==> config.mk <==
export PLATFORM = sky130hd
export DESIGN_NAME = pin_debounce
export DESIGN_NICKNAME = d
export VERILOG_FILES = /design/src/rtl/pin_debounce_pkg.sv /design/src/rtl/pin_debounce_bit.sv /design/src/rtl/pin_debounce.sv
export SDC_FILE = /design/constraint.sdc
export NUM_CORES = 1
export LEC_CHECK = 0
export CAP_MARGIN = 20
export CORE_AREA = 4 4 97 99
export CTS_CLUSTER_SIZE = 16
export DETAILED_ROUTE_END_ITERATION = 8
export DIE_AREA = 0 0 101 103
export GPL_TIMING_DRIVEN = 0
export PLACE_DENSITY = 0.69
export SYNTH_ARGS = -nofsm -noshare
export SYNTH_HDL_FRONTEND = slang
export SYNTH_HIERARCHICAL = 1
export SYNTH_SLANG_ARGS = --single-unit
==> constraint.sdc <==
create_clock -name clk -period 1.57 [get_ports clk]
set_input_delay 0.2355 -clock clk [delete_from_list [all_inputs] [get_ports clk]]
set_output_delay 0.2355 -clock clk [all_outputs]
set_load 0.05 [all_outputs]
==> src/rtl/pin_debounce_pkg.sv <==
// Shared types and constants for the pad input conditioning stage.
// The event struct width is fixed here, so the top checks that its WIDTH fits.
package pin_debounce_pkg;

    localparam int CLK_MHZ               = 24;
    localparam int DEBOUNCE_US           = 1000;
    localparam int DEFAULT_STABLE_CYCLES = CLK_MHZ * DEBOUNCE_US;
    localparam int DEFAULT_WIDTH         = 4;

    function automatic int idx_width(input int width);
        return (width > 1) ? $clog2(width) : 1;
    endfunction

    localparam int EV_IDX_W = idx_width(DEFAULT_WIDTH);

    typedef struct packed {
        logic [EV_IDX_W-1:0] idx;
        logic                rise;
    } ev_t;

endpackage

==> src/rtl/pin_debounce_bit.sv <==
// One pad bit: two-flop synchroniser, stability counter, debounced level and edge strobes.
// The update output goes high in the cycle before the new level is registered.
module debounce_bit
    import pin_debounce_pkg::*;
#(
    parameter int STABLE_CYCLES = DEFAULT_STABLE_CYCLES
) (
    input  logic clk,
    input  logic rst_n,
    input  logic pin,
    output logic level,
    output logic rise,
    output logic fall,
    output logic update
);

    localparam int             CNT_W   = $clog2(STABLE_CYCLES);
    localparam logic [CNT_W-1:0] CNT_MAX = CNT_W'(STABLE_CYCLES - 1);

    logic [1:0]       sync_q;
    logic [CNT_W-1:0] cnt_q;

    assign update = (sync_q[1] != level) && (cnt_q == CNT_MAX);

    // NOTE: non-blocking throughout, so strobes default low and the update branch overrides them.
    always_ff @(posedge clk) begin
        if (!rst_n) begin
            sync_q <= '0;
            cnt_q  <= '0;
            level  <= 1'b0;
            rise   <= 1'b0;
            fall   <= 1'b0;
        end else begin
            sync_q <= {sync_q[0], pin};
            rise   <= 1'b0;
            fall   <= 1'b0;
            if (sync_q[1] == level) begin
                cnt_q <= '0;
            end else if (cnt_q == CNT_MAX) begin
                level <= sync_q[1];
                cnt_q <= '0;
                rise  <= sync_q[1];
                fall  <= ~sync_q[1];
            end else begin
                cnt_q <= cnt_q + 1'b1;
            end
        end
    end

endmodule

==> src/rtl/pin_debounce.sv <==
// Debounces WIDTH pad inputs and queues per-bit edge events through a
// round-robin arbiter into a single valid/ready output register.
module pin_debounce
    import pin_debounce_pkg::*;
#(
    parameter int WIDTH         = DEFAULT_WIDTH,
    parameter int STABLE_CYCLES = DEFAULT_STABLE_CYCLES,
    parameter int IDX_W         = idx_width(WIDTH)
) (
    input  logic             clk,
    input  logic             rst_n,
    input  logic [WIDTH-1:0] pin_i,
    output logic [WIDTH-1:0] level_o,
    output logic [WIDTH-1:0] rise_o,
    output logic [WIDTH-1:0] fall_o,
    output logic             ev_valid_o,
    input  logic             ev_ready_i,
    output logic [IDX_W-1:0] ev_idx_o,
    output logic             ev_rise_o,
    output logic             overflow_o
);

    if (STABLE_CYCLES < 2) begin : g_bad_stable
        $error("pin_debounce: STABLE_CYCLES must be at least 2");
    end
    if (IDX_W != idx_width(WIDTH) || IDX_W > EV_IDX_W) begin : g_bad_idx
        $error("pin_debounce: IDX_W is derived from WIDTH and must fit ev_t");
    end

    logic [WIDTH-1:0] update;
    logic [WIDTH-1:0] pend_q;
    logic [WIDTH-1:0] dir_q;
    logic [IDX_W-1:0] ptr_q;
    logic [IDX_W-1:0] sel_idx;
    logic             sel_found;
    logic             load_en;
    logic             take;
    logic             ev_valid_q;
    logic             overflow_q;
    ev_t              ev_q;

    for (genvar i = 0; i < WIDTH; i++) begin : g_bit
        debounce_bit #(
            .STABLE_CYCLES(STABLE_CYCLES)
        ) u_bit (
            .clk   (clk),
            .rst_n (rst_n),
            .pin   (pin_i[i]),
            .level (level_o[i]),
            .rise  (rise_o[i]),
            .fall  (fall_o[i]),
            .update(update[i])
        );
    end

    // NOTE: every output of this block is assigned up front so no path leaves a latch.
    always_comb begin
        sel_found = 1'b0;
        sel_idx   = '0;
        for (int k = 0; k < WIDTH; k++) begin
            if (!sel_found && pend_q[(int'(ptr_q) + k) % WIDTH]) begin
                sel_found = 1'b1;
                sel_idx   = IDX_W'((int'(ptr_q) + k) % WIDTH);
            end
        end
    end

    assign load_en = !ev_valid_q || ev_ready_i;
    assign take    = load_en && sel_found;

    always_ff @(posedge clk) begin
        if (!rst_n) begin
            ev_valid_q <= 1'b0;
            ev_q       <= '0;
            ptr_q      <= '0;
        end else if (take) begin
            ev_valid_q <= 1'b1;
            ev_q.idx   <= EV_IDX_W'(sel_idx);
            ev_q.rise  <= dir_q[sel_idx];
            ptr_q      <= IDX_W'((int'(sel_idx) + 1) % WIDTH);
        end else if (load_en) begin
            ev_valid_q <= 1'b0;
        end
    end

    // A level update beats a same-cycle selection: the bit stays pending with the newer direction.
    always_ff @(posedge clk) begin
        if (!rst_n) begin
            pend_q     <= '0;
            dir_q      <= '0;
            overflow_q <= 1'b0;
        end else begin
            for (int i = 0; i < WIDTH; i++) begin
                if (update[i]) begin
                    pend_q[i] <= 1'b1;
                    dir_q[i]  <= ~level_o[i];
                    if (pend_q[i] && !(take && sel_idx == IDX_W'(i))) begin
                        overflow_q <= 1'b1;
                    end
                end else if (take && sel_idx == IDX_W'(i)) begin
                    pend_q[i] <= 1'b0;
                end
            end
        end
    end

    assign ev_valid_o = ev_valid_q;
    assign ev_idx_o   = IDX_W'(ev_q.idx);
    assign ev_rise_o  = ev_q.rise;
    assign overflow_o = overflow_q;

endmodule
======== After elaboration in Yosys (flattened, before gate mapping) ========
Index checks and enable logic that the tools add are counted.
word-level totals
  register bits ........................... 95
  output and inout bits ................... 17
  word-level logic and storage cells ...... 166
cells by class
  add/sub/neg operators ................... 8
  magnitude comparators ................... 5
  eq/ne operators ......................... 15
  muxes and demuxes ....................... 39
  bitwise operators ....................... 20
  reductions and logical operators ........ 46
operators by type and width
  kind                                                                  count
  15-bit by 1-bit adder with 15-bit output, second input constant       4
  15-bit == test, second input constant                                 4
  1-bit two-way mux                                                     30
  3-bit OR reduction                                                    8
  1-bit NOT                                                             17
  1-bit logical AND                                                     16
  3-bit by 4-bit < comparator with 1-bit output, second input constant  3
  1-bit binary-select mux with 2-bit select                             5
  2-bit nonzero test                                                    5
  1-bit zero test                                                       8
  2-bit two-way mux                                                     4
  2-bit AND reduction                                                   4
  2-bit by 3-bit < comparator with 1-bit output, second input constant  2
  2-bit OR reduction                                                    3
  2-bit by 1-bit adder with 2-bit output, second input constant         2
  2-bit adder, second input constant                                    2
  1-bit == test                                                         4
  2-bit == test, second input constant                                  2
  1-bit != test                                                         4
  1-bit bitwise AND, first input constant                               3
  2-bit by 1-bit == test with 1-bit output, second input constant       1
  2-bit zero test                                                       1
  1-bit logical OR                                                      1

======== Longest topological paths before layout ========
  depth in word-level cells ............... 26
  gate-level depth with buffers ........... 9

======== Hierarchy ========
Netlist, hierarchy kept.
by module, submodules not included
  module        times used  cells an instance  area each (µm²)  sequential area each (µm²)
  debounce_bit  4           89                 849.6            400.4
  pin_debounce  1           72                 744.5            300.3

======== Worst setup path after synthesis ========
OpenSTA, ideal clock, no wires.
  path kind ............................... register to register
  from .................................... register ptr_q[1]
  to ...................................... register overflow_q, in the netlist overflow_o
  setup time .............................. 0.076 ns
  data arrival time ....................... 1.656 ns
  slack ................................... -0.161 ns
  cell stages (with the launch flop) ...... 9
  buffers on the path ..................... 0
  period minus slack after synthesis ...... 1.731 ns
  path through ............................ dfxtp_1 > mux2i_1 > o22ai_1 > a21oi_2 > inv_1 > ha_1 > a21boi_0 > a222oi_1 > a21boi_0
on the way
  word-level cells in the longest chain between the ends .. 24
  elaborated cells between the ends (all ways) .. 53
RTL lines
  what                                                                                                 RTL line            text
  start: declaration                                                                                   pin_debounce.sv:33  logic [IDX_W-1:0] ptr_q;
  start signal: assignment                                                                             pin_debounce.sv:80  ptr_q <= IDX_W'((int'(sel_idx) + 1) % WIDTH);
  2-bit by 1-bit adder with 2-bit output or 1-bit binary-select mux with 2-bit select (tied branches)  pin_debounce.sv:61  if (!sel_found && pend_q[(int'(ptr_q) + k) % WIDTH]) begin
  1-bit binary-select mux with 2-bit select or 1-bit two-way mux (tied branches)                       pin_debounce.sv:61
  1-bit two-way mux (not written as such)                                                              pin_debounce.sv:61
  1-bit two-way mux (not written as such) or 1-bit zero test (tied branches)                           pin_debounce.sv:61
  1-bit logical AND                                                                                    pin_debounce.sv:61
  1-bit two-way mux                                                                                    pin_debounce.sv:61
  1-bit zero test                                                                                      pin_debounce.sv:61
  1-bit logical AND                                                                                    pin_debounce.sv:61
  (+4 left out)                                                                                        --
  named net sel_idx[0]                                                                                 pin_debounce.sv:34  logic [IDX_W-1:0] sel_idx;
  (+4 left out)                                                                                        --
  1-bit two-way mux                                                                                    pin_debounce.sv:97  if (pend_q[i] && !(take && sel_idx == IDX_W'(i))) begin
  1-bit two-way mux                                                                                    pin_debounce.sv:94  if (update[i]) begin
  1-bit two-way mux                                                                                    pin_debounce.sv:97
  1-bit two-way mux                                                                                    pin_debounce.sv:94
  1-bit two-way mux                                                                                    pin_debounce.sv:97
  1-bit two-way mux                                                                                    pin_debounce.sv:94
  1-bit two-way mux                                                                                    pin_debounce.sv:97
  1-bit two-way mux *                                                                                  pin_debounce.sv:94
  end signal: assignment                                                                               pin_debounce.sv:91  overflow_q <= 1'b0;
  end signal: assignment                                                                               pin_debounce.sv:98  overflow_q <= 1'b1;
  end: declaration                                                                                     pin_debounce.sv:39  logic overflow_q;
Mark *: on every way through the listed nets, which the timed path passes. The rest lies on a longest branch. The select of a mux whose other input is x is not followed.
A chain may end at the register's enable or synchronous reset.

======== Worst setup path in the final report ========
Ends and elaborated chain as after synthesis.

==> flow_results.org <==
** Die
- In this run the vertical extent of the chip is 103 um.
- Die footprint :: 10400 um2
- After floorplanning, the core was divided into 34 placement rows.
- I/O pin total :: 24
- Core area :: 8550 um2
- Initial core utilization :: 48.4%
- The die is 101 um wide.

** Finish
- The number of antenna diodes in the final layout is 0.
- Final instance area :: 5140 um2
- Of the cells placed in the final design, the portion with a size suffix greater than 1 is 25.6%.
- Syn-to-layout area delta :: 24.1%
- Fill cells in the final layout number 712.
- Nets :: 499

** Drt
- Routed length on met1 :: 3.77 mm
- For this block, the routed nets add up to 8.03 mm of wire.
- Before antenna repair, the detailed router went through 4 iterations.
- Met2 layer wire length in the routed design :: 3.87 mm
- Remaining routing DRC violations :: 0
- Summing over every cut layer, the via total after detailed routing is 3148.
- Post-DRT Antenna Nets :: 0
- After detailed routing, the number of vias per cell comes to 5.27.
- In this run, the number of DRC markers left after iteration 0 of detailed routing was 155.
- The highest metal layer carrying signal wires in the routed design is met4.
- Wire segments on met3 add up to 239 um in the final route.
- Routed length per placed instance :: 13.4 um

** Yosys
- Yosys synthesis warning count :: 6
- Instance count of the mapped netlist :: 428
- Count of distinct cell types in the synthesized netlist :: 40
- The synthesized netlist occupies a cell area of 4140 um2.
- Synth area leaders :: dfxtp_1 (46%), xnor2_1 (6.8%), nor2_1 (5.9%), xor2_1 (4.2%), nand3_1 (3.0%)
- Leading register cell type out of synthesis :: dfxtp_1
- After synthesis, the share of flip-flops with an asynchronous set or reset is 0%.
- The synthesized design spends more area on one cell type than any other, namely dfxtp_1.
- Synthesis produced a netlist with a net count of 443.
- Yosys top cell area share :: 45.9%
- Register bit total from synthesis :: 95
- The share of the Yosys chip area taken by registers is 45.9%.
- Synthesized area per cell :: 9.68 um2
- Yosys mapped a number of flops with a built-in enable equal to 0.

** Critical path
- End point of the critical path :: overflow_o
- At the worst endpoint, the required time is 1810 ps.
- Setup slack on the worst reg-to-reg path comes out at -80 ps.
- In this run the critical register-to-register path is launched from ptr_q[1].
- In this run the worst setup path begins at ptr_q[1].
- The number of cells on the worst reg-to-reg path is 8.
- Critical Path Fanout Max :: 5
- At the worst endpoint, the arrival time is 1890 ps.
- The worst setup path is launched from a register.
- STA classifies the critical path endpoint as a register.
- The critical path in this run is classified as reg -> reg.
- Critical R2R Capture :: overflow_o

** STA
- Setup TNS :: -101 ps
- The worst pin sits at a relative slew slack of 65.6%.
- Achievable clock frequency :: 607 MHz
- Final number of setup-violating endpoints :: 2
- At the pin with the least slew margin, the transition time is 517 ps.
- The count of final hold-check violations is 0.
- The count of final max-slew check failures was 0.
- Across all setup checks in the final design, the least slack found is -76.9 ps.
- Tmin final :: 1650 ps
- Worst Hold Slack :: 390 ps
- Clk_skew :: 8.34 ps
- Period utilization :: 105%
- Unrepaired setup endpoints after global routing :: yes

** Clock network
- For the worst-skew pair, the clock arrives at the later sink with an insertion delay of 350 ps.
- Clock transition at the register clock pins on the worst setup and hold paths after CTS :: 90 ps
- Maximum buffer depth of the clock tree :: 2
- Number of clock sinks :: 95
- Root Buffer Master :: clkbuf_8
- TritonCTS built the clock tree.
- The number of clock buffers added by TritonCTS is 9.
- Number of H-tree levels :: 3

** Worst hold path
- The worst hold path belongs to the class in -> reg.
- Worst Min Path Start :: rst_n
- Worst hold path stage count :: 3

** Global routing
- Initial antenna violation count :: 0
- Across every metal layer, demand over resource in global routing totals 16.0%.
- Global routing finished with a remaining overflow of 0.
- The first global-routing pass estimated 13.5 mm of wire.
- Vias in the first global route :: 2985
- Largest net degree at the start of global routing :: 17

** Placed design
- The HPWL after detailed placement is 5.29 mm.
- After detailed placement, the total cell area comes to 4590 um2.
- PortBufs :: 23
- Routability-driven placement finished with a final weighted congestion of 0.833.

** Status
- The checks that failed: negative setup slack.
- The run finished, with violations left.

** Power
- Pwr per Cell Area :: 824 nW/um2
- The analysis attributes to cell leakage a power of 0.00187 uW.
- Worst vdd rail ir drop :: 552 uV
- Overall power consumption after layout is estimated at 4240 uW.

** Job
- Max-capacitance violation count :: 0
[synthesized netlist by cell type, types with 5 or more instances]
cell and count:
nor2_1 65, nor4_1 13, inv_1 13, xnor2_1 32, nand4_1 16, ha_1 8
mux2i_1 10, buf_4 8, a21boi_0 6, nor3b_1 8, and3_1 8, nand3b_4 5
nor2b_1 7, a21oi_2 6, dfxtp_1 95, xor2_1 20, nand2_1 16, clkbuf_1 5
and2_1 12, nand3_1 25
[layout by cell type (no fill, tap or decap), types with 9 or more instances in the layout]
cell type / n
nand4_1: 16
buf_4: 26
dfxtp_1: 79
xnor2_1: 32
dfxtp_2: 12
mux2i_1: 10
nand2_1: 14
nor4_1: 12
nand3_1: 25
nor2_1: 65
clkbuf_8: 9
dlygate4sd2_1: 13
inv_1: 11
xor2_1: 20
[report_power, final]
part | switching [uW] | leakage, uW | internal [uW] | total, uW
logic | 44.4 | 0.000998 | 47.7 | 92.1
clock network | 826 | 0.0000958 | 898 | 1720
registers | 9.08 | 0.000776 | 2410 | 2420
total | 880 | 0.00187 | 3360 | 4240
[repair_timing]
action	CTS	global route
resized for setup	47	35
hold buffers	0	0
cloned	0	1
pin swaps	10	20
setup buffers	18	7
endpoints found under the setup margin	73	74
[metal layers]
metal | vias to the layer above | GRT usage [%]
li1 | 1595 | -
met1 | 1492 | 20.0
met5 | - | 0
met2 | 49 | 26.8
met4 | 0 | 7.26
met3 | 12 | 2.98
[state kept, by name (all words and copies together) (netlist names), 2 cells and up]
name / cells
g_bit.u_bit/rise: 4
pend_q: 4
g_bit.u_bit/fall: 4
g_bit.u_bit/level: 4
g_bit.u_bit/sync_q: 8
g_bit.u_bit/cnt_q: 60
ev_idx_o: 2
dir_q: 4
ptr_q: 2
[cell type report]
type | instances | area, um2 | share of cell area, %
plain buffers | 9 | 78.8 | 1.53
clock buffers | 11 | 131 | 2.55
multi-input cells | 306 | 2280 | 44.4
inverters | 13 | 51.3 | 0.998
well taps | 108 | 135 | 2.63
repair buffers | 50 | 449 | 8.73
flip-flops and latches | 95 | 1930 | 37.6
clock inverters | 5 | 82.6 | 1.61
[stage by stage]
step | std cells | setup slack, ps | util [%]
6_report | 597 | -76.9 | 60.1
5_1_grt | 597 | -203 | 60.1
4_1_cts | 591 | -84.9 | 58.2
3_5_place_dp | 560 | -599 | 53.7
3_3_place_gp | 559 | -741 | 53.4
2_1_floorplan | 428 | -13.2 | -
[critical path: stages, from the launching register on]
cell	delay [ps]
dfxtp_4	380
mux2i_1	120
o22ai_1	210
a21oi_2	90
inv_2	110
ha_4	140
a21boi_2	50
a222oi_1	350
a21boi_1	100
[how the worst min path moves through the flow]
stage                               endpoint
finish                   g_bit[1].u_bit/fall
detailed placement  g_bit[1].u_bit/sync_q[1]
floorplan           g_bit[0].u_bit/sync_q[0]
global placement    g_bit[1].u_bit/sync_q[1]
global route            g_bit[0].u_bit/level
CTS                 g_bit[2].u_bit/sync_q[1]
[cells by family (layout without fill, tap and decap cells)]
| kind of cell | after synthesis | after routing | synth area share [%] |
|---|---|---|---|
| AND/OR/NAND/NOR | 201 | 201 | 28.1 |
| AO/OA/AOI/OAI | 35 | 35 | 6.86 |
| XOR/XNOR | 52 | 52 | 11.0 |
| multiplexers | 10 | 10 | 2.42 |
| adder cells (fa/ha/maj) | 8 | 8 | 2.42 |
| buffers and inverters | 27 | 88 | 3.35 |
| flip-flops | 95 | 95 | 45.9 |
(Power assumes the default switching activity.)
